==> src/rtl/ransac_inlier_scorer_pkg.sv <==
// Fixed-point types and sizing helpers shared across the RANSAC pipeline.
package ransac_fixed;

    localparam int unsigned VALUE_W = 16;
    localparam int unsigned FRAC_W  = 8;

    // Signed Q8.8 scalar.
    typedef logic signed [VALUE_W-1:0] fixed_t;

    // Plane a*x + b*y + c*z + d = 0.
    typedef struct packed {
        fixed_t a;
        fixed_t b;
        fixed_t c;
        fixed_t d;
    } plane_t;

    localparam int unsigned max_points_default = 65536;

    function automatic int unsigned value_bits();
        return VALUE_W;
    endfunction

    // Counter width able to hold 0..max_points inclusive.
    function automatic int unsigned inlier_count_bits(input int unsigned max_points);
        return $clog2(max_points + 1);
    endfunction

endpackage

==> src/rtl/ransac_inlier_scorer_counter.sv <==
// Saturating up-counter; clr with inc restarts the count at one.
module saturating_counter #(
    parameter int unsigned width = 17,
    parameter int unsigned max   = 65536
) (
    input  logic             clock,
    input  logic             reset_n,
    input  logic             clr,
    input  logic             inc,
    output logic [width-1:0] value
);

    logic [width-1:0] r_value;

    // Count with saturation at max, synchronous reset and restart.
    always_ff @(posedge clock) begin
        if (!reset_n) begin
            r_value <= '0;
        end else if (clr) begin
            r_value <= inc ? width'(1) : '0;
        end else if (inc && (r_value < width'(max))) begin
            r_value <= r_value + width'(1);
        end
    end

    assign value = r_value;

endmodule

==> src/rtl/ransac_inlier_scorer.sv <==
// Scores each candidate plane by inlier count and tracks the best plane seen.
module ransac_inlier_scorer
    import ransac_fixed::*;
#(
    parameter int unsigned max_points = max_points_default
) (
    input  logic                                      clock,
    input  logic                                      reset_n,
    input  logic                                      clear,
    input  fixed_t                                    threshold,
    input  logic                                      in_valid,
    input  fixed_t                                    in_distance,
    input  plane_t                                    in_plane,
    input  logic                                      in_last,
    output logic                                      busy,
    output logic                                      score_valid,
    output logic [inlier_count_bits(max_points)-1:0] score_count,
    output logic [inlier_count_bits(max_points)-1:0] score_points,
    output plane_t                                    score_plane,
    output logic                                      best_valid,
    output logic [inlier_count_bits(max_points)-1:0] best_count,
    output plane_t                                    best_plane,
    output logic                                      best_updated
);

    localparam int unsigned cw = inlier_count_bits(max_points);

    localparam logic S_IDLE  = 1'b0;
    localparam logic S_ACCUM = 1'b1;

    logic          r_state;
    logic          w_state_next;
    logic          w_first;
    logic          w_bit;
    logic          w_score;
    logic          w_cnt_clr;
    logic          w_acc_inc;
    logic          w_pts_inc;
    logic [cw-1:0] w_acc;
    logic [cw-1:0] w_pts;
    logic [cw-1:0] w_acc_base;
    logic [cw-1:0] w_pts_base;
    logic [cw-1:0] w_final;
    logic [cw-1:0] w_final_pts;
    plane_t        w_plane_sel;
    plane_t        r_plane_q;

    logic          r_busy;
    logic          r_score_valid;
    logic [cw-1:0] r_score_count;
    logic [cw-1:0] r_score_points;
    plane_t        r_score_plane;
    logic          r_best_valid;
    logic [cw-1:0] r_best_count;
    plane_t        r_best_plane;
    logic          r_best_updated;

    assign w_first   = (r_state == S_IDLE);
    assign w_bit     = (in_distance <= threshold);
    assign w_score   = in_valid && in_last && !clear;
    assign w_cnt_clr = clear || (w_first && in_valid);
    assign w_acc_inc = in_valid && w_bit && !clear;
    assign w_pts_inc = in_valid && !clear;

    // Totals including the current beat, as the counters would hold them next cycle.
    assign w_acc_base  = w_first ? '0 : w_acc;
    assign w_pts_base  = w_first ? '0 : w_pts;
    assign w_final     = (w_bit && (w_acc_base < cw'(max_points))) ? w_acc_base + cw'(1) : w_acc_base;
    assign w_final_pts = (w_pts_base < cw'(max_points)) ? w_pts_base + cw'(1) : w_pts_base;
    assign w_plane_sel = w_first ? in_plane : r_plane_q;

    saturating_counter #(.width(cw), .max(max_points)) u_acc (
        .clock   (clock),
        .reset_n (reset_n),
        .clr     (w_cnt_clr),
        .inc     (w_acc_inc),
        .value   (w_acc)
    );

    saturating_counter #(.width(cw), .max(max_points)) u_pts (
        .clock   (clock),
        .reset_n (reset_n),
        .clr     (w_cnt_clr),
        .inc     (w_pts_inc),
        .value   (w_pts)
    );

    // State register.
    always_ff @(posedge clock) begin
        if (!reset_n) begin
            r_state <= S_IDLE;
        end else begin
            r_state <= w_state_next;
        end
    end

    // Next state: open on any beat, close on the last beat, drop on clear.
    always_comb begin
        w_state_next = r_state;
        if (clear) begin
            w_state_next = S_IDLE;
        end else if (in_valid && in_last) begin
            w_state_next = S_IDLE;
        end else if (in_valid) begin
            w_state_next = S_ACCUM;
        end
    end

    // Plane of the open set, taken from its first beat.
    always_ff @(posedge clock) begin
        if (!reset_n || clear) begin
            r_plane_q <= '0;
        end else if (w_first && in_valid) begin
            r_plane_q <= in_plane;
        end
    end

    // Score and best-plane record.
    always_ff @(posedge clock) begin
        if (!reset_n || clear) begin
            r_busy         <= 1'b0;
            r_score_valid  <= 1'b0;
            r_score_count  <= '0;
            r_score_points <= '0;
            r_score_plane  <= '0;
            r_best_valid   <= 1'b0;
            r_best_count   <= '0;
            r_best_plane   <= '0;
            r_best_updated <= 1'b0;
        end else begin
            r_busy         <= (w_state_next == S_ACCUM);
            r_score_valid  <= w_score;
            r_best_updated <= 1'b0;
            if (w_score) begin
                r_score_count  <= w_final;
                r_score_points <= w_final_pts;
                r_score_plane  <= w_plane_sel;
                // Strictly greater: a tie keeps the earlier plane.
                if (!r_best_valid || (w_final > r_best_count)) begin
                    r_best_valid   <= 1'b1;
                    r_best_count   <= w_final;
                    r_best_plane   <= w_plane_sel;
                    r_best_updated <= 1'b1;
                end
            end
        end
    end

    assign busy         = r_busy;
    assign score_valid  = r_score_valid;
    assign score_count  = r_score_count;
    assign score_points = r_score_points;
    assign score_plane  = r_score_plane;
    assign best_valid   = r_best_valid;
    assign best_count   = r_best_count;
    assign best_plane   = r_best_plane;
    assign best_updated = r_best_updated;

endmodule

==> config.mk <==
export PLATFORM = sky130hd
export DESIGN_NAME = ransac_inlier_scorer
export DESIGN_NICKNAME = d
export VERILOG_FILES = /design/src/rtl/ransac_inlier_scorer_pkg.sv /design/src/rtl/ransac_inlier_scorer_counter.sv /design/src/rtl/ransac_inlier_scorer.sv
export SDC_FILE = /design/constraint.sdc
export NUM_CORES = 1
export LEC_CHECK = 0
export ABC_AREA = 0
export BUFFER_PORTS_ARGS = -buffer_cell sky130_fd_sc_hd__buf_2
export CAP_MARGIN = 40
export CORE_MARGIN = 2
export CORE_UTILIZATION = 54
export DETAILED_ROUTE_END_ITERATION = 16
export GPL_TIMING_DRIVEN = 0
export PLACE_DENSITY = 0.8
export SLEW_MARGIN = 30
export SYNTH_ARGS = -nofsm -noshare
export SYNTH_HDL_FRONTEND = slang
export SYNTH_SLANG_ARGS = --single-unit
==> constraint.sdc <==
create_clock -name clock -period 5.52 [get_ports clock]
set_input_delay 0.276 -clock clock [delete_from_list [all_inputs] [get_ports clock]]
set_output_delay 0.276 -clock clock [all_outputs]
set_load 0.01 [all_outputs]
==> impl_metrics.tcl <==
set metrics [dict create \
    clk_latency_ns 0.56 \
    setup_viol 0 \
    slew_headroom_pct 43.7 \
    powerDensity_nw_per_um2 299 \
    vias 12736 \
    regToRegEndpoint "best_plane[36]" \
    drv_slew 0 \
    ir_worst_vdd_mv 0.281 \
    worst_slew_pin_slew_ns 0.845 \
    synth_compound_area_share_pct 17.8 \
    holdPathStages 3 \
    drtPass1Iterations 5 \
    grt_pass1_wl_mm 63.7 \
    synthTopCellsByArea "dfxtp_1 (46%), nand2_1 (7.9%), a21oi_1 (7.1%), mux2i_1 (5.8%), o21ai_0 (4.7%)" \
    maxCapViolCount 0 \
    synth-simple-area-share_pct 18.4 \
    setup_tns_ns 0 \
    drc 0 \
    fmax_mhz 202 \
    die_w_um 155 \
    holdWs_ns 0.00630 \
    syn-num-nets 1644 \
    dp_hpwl_mm 29.0 \
    fill_cells 1728 \
    num_io_pins 284 \
    coreArea_um2 22600 \
    synth_top_family_by_area "simple AND/OR/NAND/NOR gates" \
    async_reset_ff_share_pct 0 \
    placementRows 55 \
    io_buffers 283 \
    path_clk_slew_ns 0.06 \
    final-hold-violation-count 0 \
    timing.final.crit_share_pct 89.9 \
    initial_core_util_pct 54.9 \
    synth_top_cell_by_area "dfxtp_1" \
    worstPathArrival_ns 5.46 \
    mostFrequentLayoutCells "buf_2 (285), dfxtp_1 (282), nand2_1 (261)" \
    drt_iter0_drc 1192 \
    ys.flop_type "dfxtp_1" \
    critPathCaptureType "flip-flop" \
    grt_usage_pct 32.8 \
    clkSinkCount 282 \
    final_common_cell "buf_2" \
    cts_buffers 30 \
    min_period_ns 4.96 \
    worstSetupStartpointType "input port" \
    synth_xor_area_share_pct 3.11 \
    syn_area_per_cell_um2 8.23 \
    status "finished clean" \
    min_from "in_plane[21]" \
    synth-edff-count 0 \
    worst_r2r_path_depth 21 \
    clockBufferDepth 3 \
    crit_required_ns 6.02 \
    synth_seq_area_share_pct 45.6 \
    drive_above_1_share_pct 19.6 \
    grt_max_degree 15 \
    root_buffer "clkbuf_16" \
    first_global_vias 12300 \
    hold_path_class "in -> reg" \
    synthAdderAreaFrac_pct 3.74 \
    antenna_left 0 \
    cts_tree "done" \
    syn_inst 1506 \
    syn_area_um2 12400 \
    path_max_fanout 10 \
    die-area_um2 24200 \
    clock_skew_ns 0.0138 \
    r2r-start "r_state" \
    rsz0062_at_grt "no" \
    routedWlPerCell_um 18.6 \
    worstHoldEndpoint "r_plane_q[21]" \
    ys_types 51 \
    synth_mux_area_share_pct 6.18 \
    crit_type "in -> reg" \
    area_growth_pct 28.2 \
    power_leakage_uw 0.00670 \
    die_h_um 155 \
    final_nets 2023 \
    htreeDepth 1 \
    ys_seq_elements 282 \
    place_congestion 0.930 \
    ys_warn_count 0 \
    avgViaCountPerCell 5.81 \
    synth_top_area_share_pct 45.6 \
    r2r_slack_ns 0.61 \
    wl_mm 40.8 \
    grt_overflow 0 \
    antenna_found_initial 1 \
]
logic make-up (layout without fill, tap and decap cells):
logic type,Yosys count,count (layout)
mux,75,75
simple gates,505,505
flops,282,282
buf+inv,166,567
fa+ha+maj,37,37
compound gates,397,397
other cells,0,1
xor+xnor,44,44
worst max-delay path by stage:
stage,from,endpoint,slack (ns),cells after the start
after floorplan,threshold[15],best_plane[10],1.17,21
after global placement,threshold[15],best_plane[24],-0.02,22
after detailed placement,threshold[15],best_plane[29],-0.14,22
after CTS,r_state,best_plane[1],0.01,21
after global routing,threshold[15],best_plane[33],0.18,22
final,threshold[15],best_plane[36],0.56,22
repair_timing:
action,4_1_cts,5_1_grt
hold buffers,63,0
resized for setup,0,22
hold endpoints to repair,63,0
setup endpoints to repair,0,79
setup buffers,0,0
area by class of cell:
type	instances	area, µm²	share of cell area [%]
multi-input cells	1058	6100	38.4
flip-flops and latches	282	5650	35.5
repair buffers	347	2050	12.9
clock buffers	44	935	5.88
plain buffers	115	463	2.91
well taps	285	357	2.24
inverters	51	191	1.21
clock inverters	10	138	0.866
diodes	1	2.50	0.0158
cells in the mapped netlist (all sizes together), types with 11 or more instances:
cell	n
a21oi	176
and3	13
buf	19
clkbuf	96
dfxtp	282
ha	37
inv	51
mux2i	73
nand2	261
nand3	25
nand4	11
nor2	105
nor3	31
nor4	12
o21ai	117
o22ai	64
xnor2	28
xor2	16
state kept, by name, indices dropped and copies added (netlist names):
signal and cells:
score_points 17, score_valid 1, score_plane 64, u_pts.value 17
score_count 17, best_valid 1, r_plane_q 64, best_count 17
u_acc.value 17, busy 1, best_plane 64, r_state 1
best_updated 1
routing by layer:
metal,routed length (µm),track usage (%)
met3,3770,6.10
met5,0,0
met1,16000,41.4
met4,2110,15.5
met2,18900,54.5
through the flow:
stage	setup WS (ns)	util [%]	power, µW	cell area (µm²)	std cells
final	0.558	70.4	4750	15900	2193
after global routing	0.185	70.4	4890	15900	2193
after CTS	0.0148	70.3	4740	15900	2191
after detailed placement	-0.135	62.7	2590	14200	2074
after global placement	-0.0247	62.7	2580	14200	2074
after floorplan	1.17	-	2410	12400	1506
power breakdown:
| group | switching (µW) | leakage [µW] | internal (µW) | total (µW) |
|---|---|---|---|---|
| sequential | 32.6 | 0.00229 | 2090 | 2120 |
| clock | 843 | 0.000532 | 1310 | 2150 |
| combinational | 301 | 0.00388 | 181 | 483 |
critical path, cell delays in order:
cell and delay (ns):
buf_2 0.07, inv_1 0.03, ha_1 0.30, nand4_1 0.18, or4_1 0.56, a21oi_1 0.18
a2111oi_2 0.08, mux2i_4 0.39, buf_2 0.31, nor2_1 0.12, mux2i_1 0.47, inv_1 0.11
ha_1 0.32, nor2b_1 0.14, o21bai_1 0.12, a31oi_1 0.12, a211o_1 0.32, o21ai_0 0.32
clkbuf_2 0.37, clkbuf_1 0.39, o22ai_1 0.15, nor2_1 0.11
Note: power is estimated with default switching activity, not from simulation.
